### config.mk
export PLATFORM = sky130hd
export DESIGN_NAME = simd_decode_stage
export DESIGN_NICKNAME = d
export VERILOG_FILES = /design/src/rtl/simd_decode_stage.sv
export SDC_FILE = /design/constraint.sdc
export NUM_CORES = 1
export LEC_CHECK = 0
export ABC_AREA = 1
export ABC_CLOCK_PERIOD_IN_PS = 8400
export CORE_MARGIN = 3
export CORE_UTILIZATION = 50
export CTS_BUF_LIST = sky130_fd_sc_hd__clkbuf_8
export DETAILED_ROUTE_END_ITERATION = 6
export PLACE_DENSITY = 0.81
export SLEW_MARGIN = 10
export SYNTH_ARGS = -nofsm -noshare
export SYNTH_HDL_FRONTEND = slang
export SYNTH_SLANG_ARGS = --single-unit
### constraint.sdc
create_clock -name clk -period 8.4 [get_ports clk]
set_clock_uncertainty 0.15 [all_clocks]
set_input_delay 2.1 -clock clk [delete_from_list [all_inputs] [get_ports clk]]
set_output_delay 2.1 -clock clk [all_outputs]
set_load 0.01 [all_outputs]
### src/rtl/simd_decode_stage.sv
// Instruction FIFO feeding a decode/output register with valid/ready handoff.
// A RET halts issue until flush; illegal words are counted with saturation.
module simd_decode_stage #(
    parameter int DEPTH = 4,
    parameter int IMM_W = 32,
    parameter int CNT_W = 8
) (
    input  logic                     clk,
    input  logic                     rst_n,
    input  logic                     flush,
    input  logic                     in_valid,
    output logic                     in_ready,
    input  logic [31:0]              in_instr,
    output logic                     out_valid,
    input  logic                     out_ready,
    output logic [3:0]               out_type,
    output logic [4:0]               out_rd,
    output logic [4:0]               out_rn,
    output logic [4:0]               out_rm,
    output logic [5:0]               out_shamt,
    output logic [8:0]               out_addr,
    output logic [IMM_W-1:0]         out_imm,
    output logic                     out_illegal,
    output logic                     halted,
    output logic [$clog2(DEPTH):0]   occupancy,
    output logic [CNT_W-1:0]         illegal_cnt
);
    localparam int AW = $clog2(DEPTH);
    localparam logic [AW:0] FULL_CNT = (AW+1)'(DEPTH);

    typedef enum logic {RUN = 1'b0, HALTED = 1'b1} state_t;

    logic [31:0]      mem_q [DEPTH];
    logic [AW-1:0]    wr_ptr_q, rd_ptr_q;
    logic [AW:0]      count_q, count_d;
    state_t           state_q, state_d;
    logic             out_valid_q;
    logic [3:0]       out_type_q;
    logic             out_illegal_q;
    logic [21:0]      out_word_q;
    logic [CNT_W-1:0] illegal_cnt_q;

    logic [31:0] head;
    logic [3:0]  dec_type;
    logic        dec_illegal;
    logic        push, pop, is_run;

    assign head = mem_q[rd_ptr_q];

    // Head is read asynchronously so a word pushed in cycle N can issue in N+2.
    always_comb begin
        dec_type    = 4'd15;
        dec_illegal = 1'b0;
        if (head[31:21] == 11'b0)
            dec_type = 4'd0;
        else if (head[31:21] == 11'b11001011000)
            dec_type = 4'd1;
        else if (head[31:21] == 11'b10011011000)
            dec_type = 4'd2;
        else if (head[31:21] == 11'b10001011000)
            dec_type = 4'd3;
        else if (head[31:21] == 11'b00011110011 && head[15:10] == 6'b001010)
            dec_type = 4'd4;
        else if (head[31:21] == 11'b00011110011 && head[15:10] == 6'b001110)
            dec_type = 4'd5;
        else if (head[31:21] == 11'b10101010101)
            dec_type = 4'd6;
        else if (head[31:22] == 10'b1001000100)
            dec_type = 4'd7;
        else if (head[31:21] == 11'b11010110010)
            dec_type = 4'd8;
        else
            dec_illegal = 1'b1;
    end

    // FSM: state register
    always_ff @(posedge clk) begin
        if (!rst_n)
            state_q <= RUN;
        else
            state_q <= state_d;
    end

    // FSM: next state
    always_comb begin
        state_d = state_q;
        if (flush)
            state_d = RUN;
        else if (pop && dec_type == 4'd8)
            state_d = HALTED;
    end

    // FSM: outputs and handshake qualifiers
    always_comb begin
        is_run   = (state_q == RUN);
        halted   = (state_q == HALTED);
        in_ready = (count_q != FULL_CNT) && is_run && !flush;
        push     = in_valid && in_ready;
        pop      = is_run && (count_q != '0) && (!out_valid_q || out_ready) && !flush;
    end

    always_comb begin
        count_d = count_q;
        if (push && !pop)
            count_d = count_q + 1'b1;
        else if (pop && !push)
            count_d = count_q - 1'b1;
    end

    always_ff @(posedge clk) begin
        if (push)
            mem_q[wr_ptr_q] <= in_instr;
    end

    always_ff @(posedge clk) begin
        if (!rst_n || flush) begin
            wr_ptr_q <= '0;
            rd_ptr_q <= '0;
            count_q  <= '0;
        end else begin
            if (push)
                wr_ptr_q <= wr_ptr_q + 1'b1;
            if (pop)
                rd_ptr_q <= rd_ptr_q + 1'b1;
            count_q <= count_d;
        end
    end

    always_ff @(posedge clk) begin
        if (!rst_n) begin
            out_valid_q   <= 1'b0;
            out_type_q    <= 4'd0;
            out_illegal_q <= 1'b0;
            out_word_q    <= '0;
        end else if (flush) begin
            out_valid_q <= 1'b0;
        end else if (pop) begin
            out_valid_q   <= 1'b1;
            out_type_q    <= dec_type;
            out_illegal_q <= dec_illegal;
            out_word_q    <= head[21:0];
        end else if (out_valid_q && out_ready) begin
            out_valid_q <= 1'b0;
        end
    end

    always_ff @(posedge clk) begin
        if (!rst_n)
            illegal_cnt_q <= '0;
        else if (pop && dec_illegal && illegal_cnt_q != {CNT_W{1'b1}})
            illegal_cnt_q <= illegal_cnt_q + 1'b1;
    end

    assign out_valid   = out_valid_q;
    assign out_type    = out_type_q;
    assign out_illegal = out_illegal_q;
    assign out_rd      = out_word_q[4:0];
    assign out_rn      = out_word_q[9:5];
    assign out_rm      = out_word_q[20:16];
    assign out_shamt   = out_word_q[15:10];
    assign out_addr    = out_word_q[20:12];
    assign out_imm     = IMM_W'(out_word_q[21:10]);
    assign occupancy   = count_q;
    assign illegal_cnt = illegal_cnt_q;
endmodule
==> metrics.md, run 1 <==
| Metric | Value |
|---|---|
| Critical Path Fanout Max | 2 |
| Most Frequent Cell on Critical Path | clkdlybuf4s50_1 |
| Clock buffer depth | 2 |
| Effective utilization at floorplan | 51.7% |
| Ys async rst share | 0% |
| Min Clock Period, post-route | ~5900 ps |
| Average size of a mapped cell | 10.2 um2 |
| Worst endpoint data arrival time | 3620 ps |
| Max Fclk | approximately 170 MHz |
| CTS sink count | about 170 |
| Max-slew violation count | 0 |
| Number of synthesized flops with an enable pin | between 100 and 150 |
| Final setup TNS | 0 ps |
| Global Route Usage Sum | 19.6% |
| Post-synthesis register bit count | 174 |
| Global-route wire length before repair | 25200 um |
| Initial antenna violation count | 0 |
| CP Cell Sequence | clkdlybuf4s50_1 > nor2_1 > a21boi_0 > clkdlybuf4s50_1 |
| Slowest CP cell | clkdlybuf4s50_1 |
| Vias in the first global route | 5393 |
| # rows | 44 |
| Hold Path Class | flip-flop to flip-flop |
| Sequential-to-total area share from yosys stat | between 60% and 70% |
| GPL Wtd Cong | ~0.90 |
| CTS hold repair buffers | 0 |
| Largest net degree at the start of global routing | 68 |
| Ys Warns | 0 |
| Area leader, netlist | edfxtp_1 |
| Leakage power | 3.32 nW |
| Actual slew at the worst max-slew pin | 667 ps |
| Port Buffers | 97 |
| CTS HTree Levels | 4 |
| Kind of cell adding the most delay to the critical path | buffers and inverters |
| RSZ-0062 raised after global routing | false |
| Startpoint types | input port |
| Final wirelength | roughly 16000 um |
| DR iter-0 viols | 379 |
| Core ar. | roughly 15000 um2 |
| Postcts setup bufs | 0 |
| Pre-Repair DR Iteration Count | 5 |
| Die Y | 130 um |
| Required @ worst endpoint | 6150 ps |
| Post-synth design cell area | roughly 7600 um2 |
| Reg2reg path depth | 15 |
| Clk pin slew, worst setup/hold paths | 90 ps |
| Wire length per cell | between 15 and 20 um |
| Share of post-route cells with drive strength above 1 | 9.11% |
| Residual overflow from global routing | 0 |
| Root Driver | clkbuf_8 |
| CP peak stage delay | 620 ps |
| Hold path depth | 2 |
| Post-synth cell types | 38 |
| Clock Latency Late Sink | 460 ps |
| Final setup viols | 0 |
| Power Dens Cells | about 190 nW/um2 |
| Levels on crit path | 4 |
| DP HPWL | 9710 um |
| Chip width | 130 um |
| Worst-case vdd ir drop | 0.126 mV |
| Outcome | finished clean |
| Crit end category | output pin |
| Non-filler cells, final | 1018 |
| Main synth FF type | edfxtp_1 |
| Antenna diodes | 0 |
| Period Utilization, post-route | 69.9% |
| Dominant cells by area after synthesis | edfxtp_1 (50%), dfxtp_1 (12%), nand2_1 (6.9%) |
| I/O Pins | 118 |
| Buf+Inv Stages, Crit Path | 2 |
| CTS Buf Count | 17 |
| Number of vias per cell | around 5.3 |
| Placed Cells | 986 |
| # DRC | 0 |
| Die area | 16800 um2 |
| Relative slew margins | between 50% and 60% |
| TritonCTS clock tree | done |
| Via count of the routed design | 5424 |
| CP Class | input port to output pin |
| DRT antenna net count | 0 |
| Max Cap Viol | 0 |
| Yosys top cell area share | approximately half |
| Fin. Hold Viols | 0 |
| Gate Count Post-Synth | 746 |
| Post-CTS sizing | 0 |
| Final net count | 865 |
| P&R area growth vs syn | 16.5% |
==> flip-flops by register name (all words and copies together) (netlist names), named ones only <==
name / cells
mem_q: 128
out_word_q: 22
illegal_cnt: 8
out_type: 4
occupancy: 3
rd_ptr_q: 2
wr_ptr_q: 2
halted: 1
out_illegal: 1
out_valid: 1
==> placed cells by master (no fill, tap or decap), drive strengths merged <==
cell           instances
o211ai                 2
bufinv                 1
nand4                  8
inv                   54
a21oi                 27
clkinv                 2
clkdlybuf4s50         97
nor3                   5
a32o                   1
dfxtp                 46
nand3b                 2
clkinvlp               4
a31oi                  1
xor2                   4
clkbuf                20
o22ai                 15
nand3                 51
edfxtp               128
a21boi                 1
fa                     1
nand2                155
o21a                   1
nor2                 106
ha                     6
buf                   10
nor4                   1
xnor2                  2
conb                  20
o21ai                 63
==> where the power goes <==
group / internal (mW) / total [mW] / switching, mW
Sequential: 0.949 / 0.964 / 0.0155
Combinational: 0.0875 / 0.198 / 0.111
Clock: 0.254 / 0.539 / 0.285
Total: 1.29 / 1.70 / 0.412
==> worst min-delay path, stage by stage (launching register included) <==
cell and delay [ps]:
dfxtp_1 330, nand2_1 60, a21oi_1 50
==> metrics by stage <==
step	worst slack (ps)	hold WS (ps)	power [mW]	area [um2]	utilization, %
2_1_floorplan	3580	306	1.10	7700	-
3_3_place_gp	2460	312	1.18	8520	57.8
3_5_place_dp	2450	328	1.18	8520	57.8
4_1_cts	2440	341	1.71	8890	60.3
5_1_grt	2450	360	1.77	8890	60.3
6_report	2530	338	1.70	8890	60.3
==> per-layer routing <==
layer	track usage, %	wire length [um]	up-vias	part of all wire, %
li1	-	-	2617	-
met1	23.2	6410	2543	41
met2	33.1	7930	224	50
met3	5.15	981	40	6.2
met4	9.72	462	0	2.9
met5	0	0	-	0
==> kinds of logic after synthesis <==
| group | after synthesis | share of synthesized area (%) |
|---|---|---|
| other | 1 | 0.0491 |
| XOR/XNOR | 6 | 0.689 |
| AND/OR/NAND/NOR | 328 | 19.3 |
| adder cells (fa/ha/maj) | 7 | 1.25 |
| flip-flops | 174 | 62.4 |
| AO/OA/AOI/OAI | 111 | 7.74 |
| buffers and inverters | 119 | 8.58 |
==> layout make-up <==
cell class,count,area (um2)
clock buffer,20,275
clock inverter,12,96.3
multi-input combinational,472,2290
fill,1167,5860
tap,184,230
timing repair buffer,107,1050
inverter,49,186
sequential,174,4770
==> worst paths after layout <==
check,start,end,slack (ps)
max,flush,in_ready,2530
min,out_illegal,out_illegal,340
max reg2reg,flip-flop,out_type[3],5450
min reg2reg,out_illegal,out_illegal,340
==> cells in the mapped netlist, types with 6 or more instances <==
cell type  instances
clkbuf_1          17
nand2_1          140
nor2_1            98
buf_4             44
ha_1               6
a21oi_1           27
nand3_2            7
o21ai_0           62
o22ai_1           15
inv_1             45
nand3_1           44
edfxtp_1         128
nand2_2           13
dfxtp_1           46
nand4_1            7
No activity file was read; power rests on OpenSTA's default activity.
==> run 2, diff against run 1 <==
Settings changed: ABC_CLOCK_PERIOD_IN_PS 8400 to 5200, PLACE_DENSITY 0.81 to 0.84.
Clock period 8.4 ns to 5.2 ns, I/O delays scaled along.
==> metrics.md, run 2 (synthesis gave the netlist of run 1 again) <==
| Metric | Value |
|---|---|
| Initial antenna violation count | 0 (unchanged) |
| Die Y | 130 um (unchanged) |
| Final net count | 865 (unchanged) |
| Pre-Repair DR Iteration Count | 4 (-1) |
| CTS hold repair buffers | 0 (unchanged) |
| DRT antenna net count | 0 (unchanged) |
| Die area | 16800 um2 (unchanged) |
| Psw | 0.703 mW (+71%) |
| Final setup TNS | 0 ps (unchanged) |
| Crit end category | output pin |
| CTS Buf Count | 17 (unchanged) |
| CP Class | input port to output pin |
| Internal | 2.01 mW (+56%) |
| Clock buffer depth | 2 (unchanged) |
| Post-Place Worst Slack | 1050 ps (-1400 ps) |
| Largest net degree at the start of global routing | 69 (+1.5%) |
| Max Cap Viol | 0 (unchanged) |
| Startpoint types | input port |
| Effective utilization at floorplan | 51.7% (unchanged) |
| Number of flip-flops under the largest register name | 128 (unchanged) |
| CP Cell Sequence | clkdlybuf4s50_1 > nor2_1 > a21boi_0 > clkdlybuf4s50_1 |
| Vias in the first global route | 5073 (-5.9%) |
| Most Frequent Cell on Critical Path | clkdlybuf4s50_1 |
| Root Driver | clkbuf_8 |
| Via count of the routed design | 5459 (+0.65%) |
| Worst-case vdd ir drop | 0.183 mV (+45%) |
| GPL Wtd Cong | 0.910 (+0.84%) |
| Most frequent cells in the layout | nand2_1 (140), edfxtp_1 (128), clkdlybuf4s50_1 (97), nor2_1 (94), o21ai_0 (62) |
| Global-route wire length before repair | 25100 um (-0.14%) |
| TritonCTS clock tree | done |
| Actual slew at the worst max-slew pin | 710 ps (+42.9 ps) |
| Fin. Hold Viols | 0 (unchanged) |
| Chip width | 130 um (unchanged) |
| Final wirelength | 16100 um (+1.8%) |
| Antenna diodes | 0 (unchanged) |
| Total design power | 2.72 mW (+60%) |
| Max Fclk | between 200 and 250 MHz |
| Leakage power | 3.32 nW (about the same) |
| # rows | 44 (unchanged) |
| Kind of cell adding the most delay to the critical path | buffers and inverters |
| Core ar. | 14800 um2 (unchanged) |
| CTS sink count | 174 (unchanged) |
| Clock power frac | 30.7% (-1.0 points) |
| Buf+Inv Stages, Crit Path | 2 (unchanged) |
| DR iter-0 viols | 464 (+22%) |
| Post-CTS sizing | 0 (unchanged) |
| Outcome | finished clean |
| Top reg by flops | mem_q |
| CTS HTree Levels | 4 (unchanged) |
| Sw Share | 25.9% (+1.7 points) |
| CP peak stage delay | 590 ps (-30 ps) |
| Hold Path Class | flip-flop to flip-flop |
| P&R area growth vs syn | 16.3% |
| Worst endpoint data arrival time | 2690 ps (-930 ps) |
| RSZ-0062 raised after global routing | false |
| Required @ worst endpoint | 3750 ps (-2400 ps) |
| I/O Pins | 118 (unchanged) |
| Number of vias per cell | 5.36 (+0.65%) |
| Clock Latency Late Sink | 460 ps (about the same) |
| Critical Path Fanout Max | 2 (unchanged) |
| Global Route Usage Sum | 19.4% (-0.16 points) |
| Slowest CP cell | clkdlybuf4s50_1 |
| Min Clock Period, post-route | ~4100 ps |
| Clk pin slew, worst setup/hold paths | 90 ps (about the same) |
| Post-route setup slack | 1060 ps (-1470 ps) |
| Postcts setup bufs | 0 (unchanged) |
| Port Buffers | 97 (unchanged) |
| Residual overflow from global routing | 0 (unchanged) |
| Relative slew margins | 52.7% (-2.9 points) |
| Power Dens Cells | 306 nW/um2 (+60%) |
| DP HPWL | 10300 um (+5.7%) |
| Final setup viols | 0 (unchanged) |
| Sequential power share | 57.4% (+0.7 points) |
| Combinational share of power | 11.9% (+0.3 points) |
| Period Utilization, post-route | 79.6% |
| Most frequent standard cell in the layout excluding fill and tap cells | nand2_1 |
| Final core occ | 60.2% (-0.12 points) |
| # DRC | 0 (unchanged) |
| Wire length per cell | 15.8 um (+1.8%) |
| Share of post-route cells with drive strength above 1 | 9.35% (+0.24 points) |
| Max-slew violation count | 0 (unchanged) |
-- run 2: layout make-up --
type	instances	area (um2)
clock inverter	15	120
timing repair buffer	107	1050
multi-input combinational	472	2290
clock buffer	17	234
inverter	49	186
tap	184	230
fill	1136	5880
sequential	174	4770
-- run 2: stage by stage --
| step | cell area, um2 | hold WS [ps] | cells |
|---|---|---|---|
| finish | 8870 | 342 | 1018 |
| global route | 8870 | 350 | 1018 |
| floorplan | 7700 | 306 | 765 |
| global placement | 8520 | 318 | 986 |
| detailed placement | 8520 | 330 | 986 |
| CTS | 8870 | 344 | 1018 |
-- run 2: routing by layer --
metal | global-route usage (%) | share of wire, % | vias up
li1 | - | - | 2611
met1 | 24.5 | 42 | 2581
met2 | 31.4 | 48 | 227
met3 | 5.07 | 7.5 | 40
met4 | 9.35 | 2.6 | 0
met5 | 0 | 0 | -
-- run 2: power groups by stage --
stage,Sequential [mW],Clock (mW),Combinational (mW)
after global placement,1.59,0,0.315
after detailed placement,1.59,0,0.322
final,1.56,0.834,0.323
after global routing,1.56,0.902,0.356
after CTS,1.56,0.847,0.324
after floorplan,1.60,0,0.184
-- run 2: path summary, 6_finish.rpt --
check	endpoint	cells past startpoint	slack (ps)	from
min	illegal_cnt[7]	2	340	illegal_cnt[7]
max reg2reg	illegal_cnt[4]	11	2210	flip-flop
min reg2reg	illegal_cnt[7]	2	340	illegal_cnt[7]
max	in_ready	4	1060	flush
-- run 2: worst min-delay path, stage by stage (launching register included) --
cell and delay (ps):
dfxtp_1 340, nand2_1 60, a21oi_1 50
